--- src/rtl/fetch_unit_pkg.sv ---
// Shared fetch-stage definitions: widths, halt word, PC step, fetch FSM states
// and the IF/ID payload. The decode stage and hazard unit import the same package.
package fetch_unit_pkg;

  localparam int unsigned PC_WIDTH    = 64;
  localparam int unsigned INSTR_WIDTH = 32;

  localparam logic [INSTR_WIDTH-1:0] HALT_WORD = 32'h0000_0000;
  localparam logic [PC_WIDTH-1:0]    PC_STEP   = 64'd4;

  typedef enum logic [1:0] {
    RUN    = 2'd0,
    HALTED = 2'd1,
    FAULT  = 2'd2
  } fetch_state_e;

  typedef struct packed {
    logic [PC_WIDTH-1:0]    pc;
    logic [INSTR_WIDTH-1:0] instr;
  } if_id_t;

endpackage

--- src/rtl/fetch_unit_if.sv ---
// Fetch-stage bus: instruction-memory port, pipeline controls and IF/ID outputs.
interface fetch_unit_if;
  import fetch_unit_pkg::*;

  logic [PC_WIDTH-1:0]    ImemAddress;
  logic [INSTR_WIDTH-1:0] ImemData;
  logic                   Stall;
  logic                   Redirect;
  logic [PC_WIDTH-1:0]    RedirectTarget;
  logic [INSTR_WIDTH-1:0] Instr;
  logic [PC_WIDTH-1:0]    InstrPC;
  logic                   InstrValid;
  logic                   Halted;
  logic                   Fault;
  logic [31:0]            FetchCount;

  modport master (
    output ImemAddress, Instr, InstrPC, InstrValid, Halted, Fault, FetchCount,
    input  ImemData, Stall, Redirect, RedirectTarget
  );

  modport slave (
    input  ImemAddress, Instr, InstrPC, InstrValid, Halted, Fault, FetchCount,
    output ImemData, Stall, Redirect, RedirectTarget
  );

endinterface

--- src/rtl/fetch_unit_if_id_reg.sv ---
// IF/ID holding register: flush clears valid only, load captures a new entry,
// otherwise the entry holds.
module if_id_reg
  import fetch_unit_pkg::*;
(
  input  logic   clk,
  input  logic   rst_n,
  input  logic   load,
  input  logic   flush,
  input  if_id_t entry_in,
  output if_id_t entry,
  output logic   valid
);

  if_id_t entry_q, entry_d;
  logic   valid_q, valid_d;

  always_comb begin
    entry_d = entry_q;
    valid_d = valid_q;
    if (flush) begin
      valid_d = 1'b0;
    end else if (load) begin
      entry_d = entry_in;
      valid_d = 1'b1;
    end
  end

  always_ff @(posedge clk or negedge rst_n) begin
    if (!rst_n) begin
      entry_q <= '0;
      valid_q <= 1'b0;
    end else begin
      entry_q <= entry_d;
      valid_q <= valid_d;
    end
  end

  assign entry = entry_q;
  assign valid = valid_q;

endmodule

--- src/rtl/fetch_unit.sv ---
// PC register, next-PC selection and RUN/HALTED/FAULT control for the fetch stage;
// the instruction memory is combinational so the word is captured the cycle it is addressed.
module fetch_unit
  import fetch_unit_pkg::*;
#(
  parameter logic [PC_WIDTH-1:0] RESET_PC = 64'h0
) (
  input  logic          CLK,
  input  logic          Reset_L,
  fetch_unit_if.master  bus
);

  fetch_state_e        state_q, state_d;
  logic [PC_WIDTH-1:0] pc_q, pc_d;
  logic [31:0]         fetch_count_q, fetch_count_d;
  logic                halted_q, halted_d;
  logic                fault_q, fault_d;
  logic                ifid_load, ifid_flush;
  if_id_t              ifid_in, ifid_out;
  logic                ifid_valid;

  assign ifid_in = '{pc: pc_q, instr: bus.ImemData};

  // Priority: fault absorbs, misaligned redirect, redirect, stall, then normal fetch.
  always_comb begin
    state_d       = state_q;
    pc_d          = pc_q;
    fetch_count_d = fetch_count_q;
    halted_d      = halted_q;
    fault_d       = fault_q;
    ifid_load     = 1'b0;
    ifid_flush    = 1'b0;

    if (state_q == FAULT) begin
      state_d = FAULT;
    end else if (bus.Redirect && (bus.RedirectTarget[1:0] != 2'b00)) begin
      state_d    = FAULT;
      fault_d    = 1'b1;
      ifid_flush = 1'b1;
    end else if (bus.Redirect) begin
      state_d    = RUN;
      pc_d       = bus.RedirectTarget;
      halted_d   = 1'b0;
      ifid_flush = 1'b1;
    end else if (bus.Stall) begin
      state_d = state_q;
    end else if (state_q == RUN) begin
      if (bus.ImemData == HALT_WORD) begin
        state_d    = HALTED;
        halted_d   = 1'b1;
        ifid_flush = 1'b1;
      end else begin
        pc_d          = pc_q + PC_STEP;
        fetch_count_d = fetch_count_q + 32'd1;
        ifid_load     = 1'b1;
      end
    end
  end

  always_ff @(posedge CLK or negedge Reset_L) begin
    if (!Reset_L) begin
      state_q       <= RUN;
      pc_q          <= RESET_PC;
      fetch_count_q <= 32'd0;
      halted_q      <= 1'b0;
      fault_q       <= 1'b0;
    end else begin
      state_q       <= state_d;
      pc_q          <= pc_d;
      fetch_count_q <= fetch_count_d;
      halted_q      <= halted_d;
      fault_q       <= fault_d;
    end
  end

  if_id_reg u_if_id_reg (
    .clk      (CLK),
    .rst_n    (Reset_L),
    .load     (ifid_load),
    .flush    (ifid_flush),
    .entry_in (ifid_in),
    .entry    (ifid_out),
    .valid    (ifid_valid)
  );

  assign bus.ImemAddress = pc_q;
  assign bus.Instr       = ifid_out.instr;
  assign bus.InstrPC     = ifid_out.pc;
  assign bus.InstrValid  = ifid_valid;
  assign bus.Halted      = halted_q;
  assign bus.Fault       = fault_q;
  assign bus.FetchCount  = fetch_count_q;

endmodule

--- src/flat_wrapper.sv ---
// flat-port wrapper written by rule: the top's interface ports become plain ports
module fetch_unit_flat import fetch_unit_pkg::*;
#(
  parameter logic [PC_WIDTH-1:0] RESET_PC = 64'h0
)
  (CLK, Reset_L, bus_ImemAddress, bus_Instr, bus_InstrPC, bus_InstrValid, bus_Halted, bus_Fault, bus_FetchCount, bus_ImemData, bus_Stall, bus_Redirect, bus_RedirectTarget);
  fetch_unit_if bus_i ();
  input  logic CLK;
  input  logic Reset_L;
  output wire logic [$bits(bus_i.ImemAddress)-1:0] bus_ImemAddress;
  output wire logic [$bits(bus_i.Instr)-1:0] bus_Instr;
  output wire logic [$bits(bus_i.InstrPC)-1:0] bus_InstrPC;
  output wire logic [$bits(bus_i.InstrValid)-1:0] bus_InstrValid;
  output wire logic [$bits(bus_i.Halted)-1:0] bus_Halted;
  output wire logic [$bits(bus_i.Fault)-1:0] bus_Fault;
  output wire logic [$bits(bus_i.FetchCount)-1:0] bus_FetchCount;
  input wire logic [$bits(bus_i.ImemData)-1:0] bus_ImemData;
  input wire logic [$bits(bus_i.Stall)-1:0] bus_Stall;
  input wire logic [$bits(bus_i.Redirect)-1:0] bus_Redirect;
  input wire logic [$bits(bus_i.RedirectTarget)-1:0] bus_RedirectTarget;
  assign bus_ImemAddress = bus_i.ImemAddress;
  assign bus_Instr = bus_i.Instr;
  assign bus_InstrPC = bus_i.InstrPC;
  assign bus_InstrValid = bus_i.InstrValid;
  assign bus_Halted = bus_i.Halted;
  assign bus_Fault = bus_i.Fault;
  assign bus_FetchCount = bus_i.FetchCount;
  assign bus_i.ImemData = bus_ImemData;
  assign bus_i.Stall = bus_Stall;
  assign bus_i.Redirect = bus_Redirect;
  assign bus_i.RedirectTarget = bus_RedirectTarget;
  fetch_unit #(.RESET_PC(RESET_PC)) u_core (.CLK(CLK), .Reset_L(Reset_L), .bus(bus_i));
endmodule
--- config.mk ---
export PLATFORM = sky130hd
export DESIGN_NAME = fetch_unit_flat
export DESIGN_NICKNAME = d
export VERILOG_FILES = /design/src/rtl/fetch_unit_pkg.sv /design/src/rtl/fetch_unit_if.sv /design/src/rtl/fetch_unit_if_id_reg.sv /design/src/rtl/fetch_unit.sv /design/src/flat_wrapper.sv
export SDC_FILE = /design/constraint.sdc
export NUM_CORES = 1
export LEC_CHECK = 0
export ABC_CLOCK_PERIOD_IN_PS = 3870
export BUFFER_PORTS_ARGS = -buffer_cell sky130_fd_sc_hd__buf_2
export CORE_UTILIZATION = 44
export CTS_CLUSTER_SIZE = 30
export DETAILED_ROUTE_END_ITERATION = 7
export GPL_TIMING_DRIVEN = 0
export PLACE_DENSITY = 0.76
export SLEW_MARGIN = 5
export SYNTH_ARGS = -nofsm -noshare
export SYNTH_HDL_FRONTEND = slang
export SYNTH_HIERARCHICAL = 1
export SYNTH_SLANG_ARGS = --single-unit
export TNS_END_PERCENT = 20
--- constraint.sdc ---
create_clock -name CLK -period 3.87 [get_ports CLK]
set_input_delay 0.5805 -clock CLK [delete_from_list [all_inputs] [get_ports CLK]]
set_output_delay 0.5805 -clock CLK [all_outputs]
set_load 0.1 [all_outputs]
* Word-level counts from Yosys, hierarchy flattened
Cells that the tools add are included.
** Operators by class
- Bitwise operators :: 6
- Add/sub/neg operators :: 2
- Muxes and demuxes :: 28
- Reductions and logical operators :: 15
- Eq/ne operators :: 4
** Operators by type and width (count)
- 64-bit two-way mux :: 4
- 64-bit by 3-bit adder with 64-bit output, second input constant :: 1
- 32-bit by 1-bit adder with 32-bit output, second input constant :: 1
- 32-bit logical NOT :: 1
- 1-bit two-way mux :: 18
- 2-bit two-way mux :: 6
- 5-bit AND reduction :: 2
- 2-bit nonzero test :: 4
- 4-bit nonzero test :: 2
- 1-bit NOT :: 6
- 6-bit AND reduction :: 1
- 4-bit by 1-bit != test with 1-bit output, second input constant :: 1
- 2-bit AND reduction :: 2
- 3-bit AND reduction :: 1
- 2-bit == test, second input constant :: 1
- 2-bit logical NOT :: 1
- 2-bit by 1-bit != test with 1-bit output, second input constant :: 1
- 2-bit != test, second input constant :: 1
- 1-bit logical AND :: 1
** Storage, ports and cells
- Register bits after elaboration :: 197

* Depth between registers and ports, before layout
- Depth in word-level cells :: 9
- Depth in mapped cells :: 10
- Mapped depth without buffers :: 7

* Hierarchy
Netlist, hierarchy kept.
** Modules (own cells, without submodules)
- fetch_unit :: area an instance 5948.2 um^2, sequential area each 2502.4 um^2, cells each 684, times used 1
- if_id_reg :: area an instance 3811.2 um^2, sequential area each 2427.3 um^2, cells each 207, times used 1

* Worst setup path before layout
No wires, ideal clock.
- Path type :: register to register
- Start point :: reg u_core.pc_q[2], in the netlist u_core/bus.ImemAddress[2]
- End point :: reg u_core.pc_q[60], in the netlist u_core/bus.ImemAddress[60]
- Arrival time :: 2.797 ns
- Required time :: 3.733 ns
- Period minus slack after synthesis :: 2.934 ns
- Stages on the path, launching flop included :: 8
- Path buffers :: 0
- Slack :: 0.936 ns
- Cells stage by stage :: dfrtp_1 ha_1 nand3_1 or4_4 nor3_4 nor4b_4 mux2i_1 a21oi_1
** Between the ends
- Longest elaborated chain between the ends :: 5
** RTL lines
- start, declared :: RTL line fetch_unit.sv:14 : logic [PC_WIDTH-1:0] pc_q, pc_d;
- start signal, assigned :: RTL line fetch_unit.sv:69 : pc_q <= pc_d;
- 64-bit by 3-bit adder with 64-bit output :: RTL line fetch_unit.sv:53 : pc_d = pc_q + PC_STEP;
- 64-bit two-way mux :: RTL line fetch_unit.sv:48 : if (bus.ImemData == HALT_WORD) begin
- 64-bit two-way mux :: RTL line fetch_unit.sv:47 : end else if (state_q == RUN) begin
- 64-bit two-way mux :: RTL line fetch_unit.sv:45 : end else if (bus.Stall) begin
- 64-bit two-way mux :: RTL line fetch_unit.sv:40 : end else if (bus.Redirect) begin
No other way between the ends. The select of a mux whose other input is x is not followed.
A chain may end at the register's enable or synchronous reset.

* Worst setup path after layout
- Start point :: in bus_ImemData[16]
- End point :: reg u_core.u_if_id_reg.entry_q (netlist bit u_core/u_if_id_reg/entry[90])
** Between the ends
- Elaborated cells between the ends (all ways) :: 15
- Those cells by class :: mux: 12; bitwise: 1; reduce/logical: 2
** RTL lines
- start, declared :: RTL line flat_wrapper.sv:17 : input wire logic [$bits(bus_i.ImemData)-1:0] bus_ImemData;
- 32-bit logical NOT :: RTL line fetch_unit.sv:48
- 1-bit two-way mux :: RTL line fetch_unit.sv:48
- 1-bit two-way mux :: RTL line fetch_unit.sv:47
- 1-bit two-way mux :: RTL line fetch_unit.sv:45
- 1-bit two-way mux :: RTL line fetch_unit.sv:40
- 1-bit two-way mux :: RTL line fetch_unit.sv:36 : end else if (bus.Redirect && (bus.RedirectTarget[1:0] != 2'b00)) begin
- 1-bit two-way mux :: RTL line fetch_unit.sv:34 : if (state_q == FAULT) begin
- named net u_core.ifid_load :: RTL line fetch_unit.sv:18 : logic ifid_load, ifid_flush;
- 2-bit AND reduction (no line)
- end signal, assigned :: RTL line fetch_unit_if_id_reg.sv:34 : entry_q <= entry_d;
- end, declared :: RTL line fetch_unit_if_id_reg.sv:15 : if_id_t entry_q, entry_d;
The timed path passes the listed nets, and every way through them passes these cells.

==> impl_results.md <==
* Synth unique cells at 69
* WP data arrival at 3.75 ns
* Residual DRC at 0
* RSZ-0062 raised after global routing: no
* Final cell count without fillers at 1502
* Clock buffer depth at 2
* Top post-synthesis cells by count: dfrtp_1 (197), nor2_1 (80), nand2_1 (71)
* Worst Max-Slew Pin Slew at 1.052 ns
* Sequential Power Share at 42.1%
* Crit path capture type: flop
* Placer Congestion at 0.9505
* Via count at 8863
* Max IR drop VDD at 310.7 uV
* Min cycle time layout at 3.442 ns
* EDFF count, synth at 0
* First-pass DRT Iterations at 5
* Ports at 295
* Net switching power at 2149 uW
* Post-CTS Setup Bufs at 0
* Hold Slack at 0.3686 ns
* Num rows at 54
* Cell taking the most area after synthesis: dfrtp_1
* Cells after Synth at 891
* Crit path launch type: input pin
* Remaining antenna violation count after routing at 0
* CP max FO at 11
* Crit path kind: in2reg
* Final period util at 88.93%
* 1st-iter DRT viols at 617
* Routed wire length at 31.87 mm
* FF-to-FF setup slack at 0.49 ns
* Top cell type's share of synthesized area at 50.51%
* Final hold violations at 0
* Cell internal pwr at 3358 uW
* Max frequency at 290.6 MHz
* Leading post-synthesis cells by cell area: dfrtp_1 (51%), mux2_2 (6.6%), mux2_4 (6.2%), nor2_1 (3.1%), nand2_1 (2.7%)
* Critical path data required time at 4.18 ns
* Clk pwr share at 31.2%
* Initial Util at 44.86%
* Max_slew headroom at 29.63%
* CTS buffer count at 17
* Fin area at 0.01221 mm^2
* Top FF cell, synth: dfrtp_1
* CTS H-tree lvls at 4
* Met3 usage at 6.747%
* Die Ht at 150.9 um
* Synth Register Bits at 197
* Layout cell share with drive strength beyond 1 at 38.06%
* Pin count of the biggest net entering global routing at 117
* Core area at 0.02176 mm^2
* Most frequent cell after synthesis: dfrtp_1
* CTS sink cnt at 197
* CP peak stage delay at 0.62 ns
* Dpl cells at 1466
* Worst hold path class: in2reg
* Max Slew Vio Count at 0
* Initial antenna violation count at 3
* Clk_skew at 0.009615 ns
* I/O Buffers at 293
* Mapped cell area at 0.009759 mm^2
* Ys async rst share at 100.0%
* Root buf cell: clkbuf_16
* Max-cap violations at 0
* Area Overhead vs Synth at 25.14%
* Full die area at 0.02278 mm^2
* Total grt overflow at 0
* First-pass GRT wire length at 47.78 mm
* DR vias/cell at 5.901
* Final net count at 1308
* Avg WL per Cell at 21.22 um
* Critical path's slowest cell: o21ai_2
* P_leak at 0.005854 uW
* Syn_area_per_cell at 10.95 um^2
* Routing usage on met2 at 45.30%
* Post-Syn Nets at 993
* Post-route setup TNS at 0 ns
* Clk slew on worst S/H paths at 0.07 ns
* Die W at 150.9 um
* All-Layer GR Usage at 27.92%
* DP Area at 0.01164 mm^2
* Power Dens Cells at 450.9 mW/mm^2
* DP Wirelength at 22.90 mm
* Met1 GRT Util at 35.51%
* Vias in the first global route at 8493
* Gate power share at 26.7%
* Fillers at 1921
* Grt peak-use layer: met2
* CTS tree: built
* CP Cell Sequence: buf_2 -> nor4_1 -> nand4_1 -> o21ai_2 -> inv_1 -> clkbuf_1 -> nor2b_4 -> buf_6 -> buf_8 -> buf_12 -> mux2_4
* Yosys warns at 6
* Latest clock arrival within the worst-skew pair at 0.43 ns
* Sw Ratio at 39.03%
* Register area share after synthesis at 50.51%
* Final setup vio count at 0
* Status: completed
path summary, 6_finish.rpt:
kind                                           start                            to  cells after the start
setup / recovery                    bus_ImemData[16]  u_core/u_if_id_reg/entry[90]                     11
hold / removal                bus_RedirectTarget[30]    u_core/bus.ImemAddress[30]                      3
setup reg to reg                   u_core/state_q[1]  u_core/u_if_id_reg/entry[90]                      9
hold reg to reg            u_core/bus.FetchCount[31]     u_core/bus.FetchCount[31]                      1
max in group asynchronous                    Reset_L    u_core/bus.ImemAddress[12]                      4
min in group asynchronous                    Reset_L  u_core/u_if_id_reg/entry[73]                      2
placed cells by master, fill, tap and decap left out, types with 3 or more instances in the layout:
cell and count:
o21ai_0 25, nand2_1 71, nor3_1 41, nand3_1 35, xor2_1 13, inv_1 11, a21boi_0 4, a21oi_1 33
or2_2 7, o22a_1 3, and2_1 8, o32ai_1 6, nor2_1 80, a211oi_1 8, and3_1 13, o221a_2 5
dfrtp_1 197, xnor2_1 18, mux2_2 57, nand4_1 34, nor4_1 25, inv_6 3, clkbuf_1 29, and4_1 16
diode_2 3, buf_2 300, mux2i_1 4, mux2_4 40, clkinv_2 6, a311oi_1 10, clkbuf_16 17, o22ai_1 15
a211o_1 3, o21a_1 7, a21o_1 3, buf_12 4, and4_2 3, a32oi_1 5, o211ai_1 6
repair_timing:
item | 4_1_cts | 5_1_grt
hold buffers | 1 | 0
resized for setup | 0 | 1
hold endpoints to repair | 2 | 0
setup endpoints to repair | 0 | 40
power by group through the flow:
| stage | combinational [uW] | sequential (uW) | clock (uW) |
|---|---|---|---|
| 2_1_floorplan | 186 | 3310 | 0 |
| 3_5_place_dp | 1470 | 2360 | 0 |
| 5_1_grt | 1520 | 2340 | 1840 |
| 3_3_place_gp | 1450 | 2350 | 0 |
| 6_report | 1470 | 2320 | 1720 |
| 4_1_cts | 1470 | 2320 | 1750 |
routing by layer:
metal,vias to the layer above,routed length (um)
li1,3990,-
met3,74,2742
met1,4329,12960
met2,470,15120
met4,0,1047
met5,-,0
cell families after synthesis:
family	synth area share [%]
flops	50.51
simple gates	19.30
buf+inv	2.962
mux	13.14
fa+ha+maj	0.2564
xor+xnor	2.782
compound gates	11.05
state kept, by name, summed over array words and instances (netlist names):
register                  flops
u_core/u_if_id_reg/entry     96
u_core/bus.ImemAddress       64
u_core/bus.FetchCount        32
u_core/state_q                2
u_core/bus.Fault              1
u_core/bus.Halted             1
u_core/u_if_id_reg/valid      1
metrics by stage:
step | worst slack [ns] | util (%) | power [uW]
4_1_cts | 0.09384 | 56.08 | 5545
3_5_place_dp | -0.3571 | 53.51 | 3826
6_report | 0.4283 | 56.14 | 5507
3_3_place_gp | -1.153 | 53.21 | 3802
5_1_grt | 0.3017 | 56.14 | 5696
2_1_floorplan | 0.9359 | - | 3492
worst max-delay path, delay by kind of cell:
kind | cells | cell delay [ns]
compound gates | 1 | 0.62
buf+inv | 6 | 1.27
mux | 1 | 0.30
simple gates | 3 | 0.95
layout make-up:
cell class / instances / area, um^2 / share of cell area (%)
clock buffer: 20 / 446.7 / 3.657
sequential: 197 / 4930 / 40.36
multi-input combinational: 642 / 4544 / 37.21
inverter: 11 / 41.29 / 0.3381
timing repair buffer: 296 / 1541 / 12.62
buffer: 41 / 247.7 / 2.028
tap: 280 / 350.3 / 2.869
antenna: 3 / 7.507 / 0.06147
clock inverter: 12 / 103.9 / 0.8503
Power figures use the tool's default switching activity.
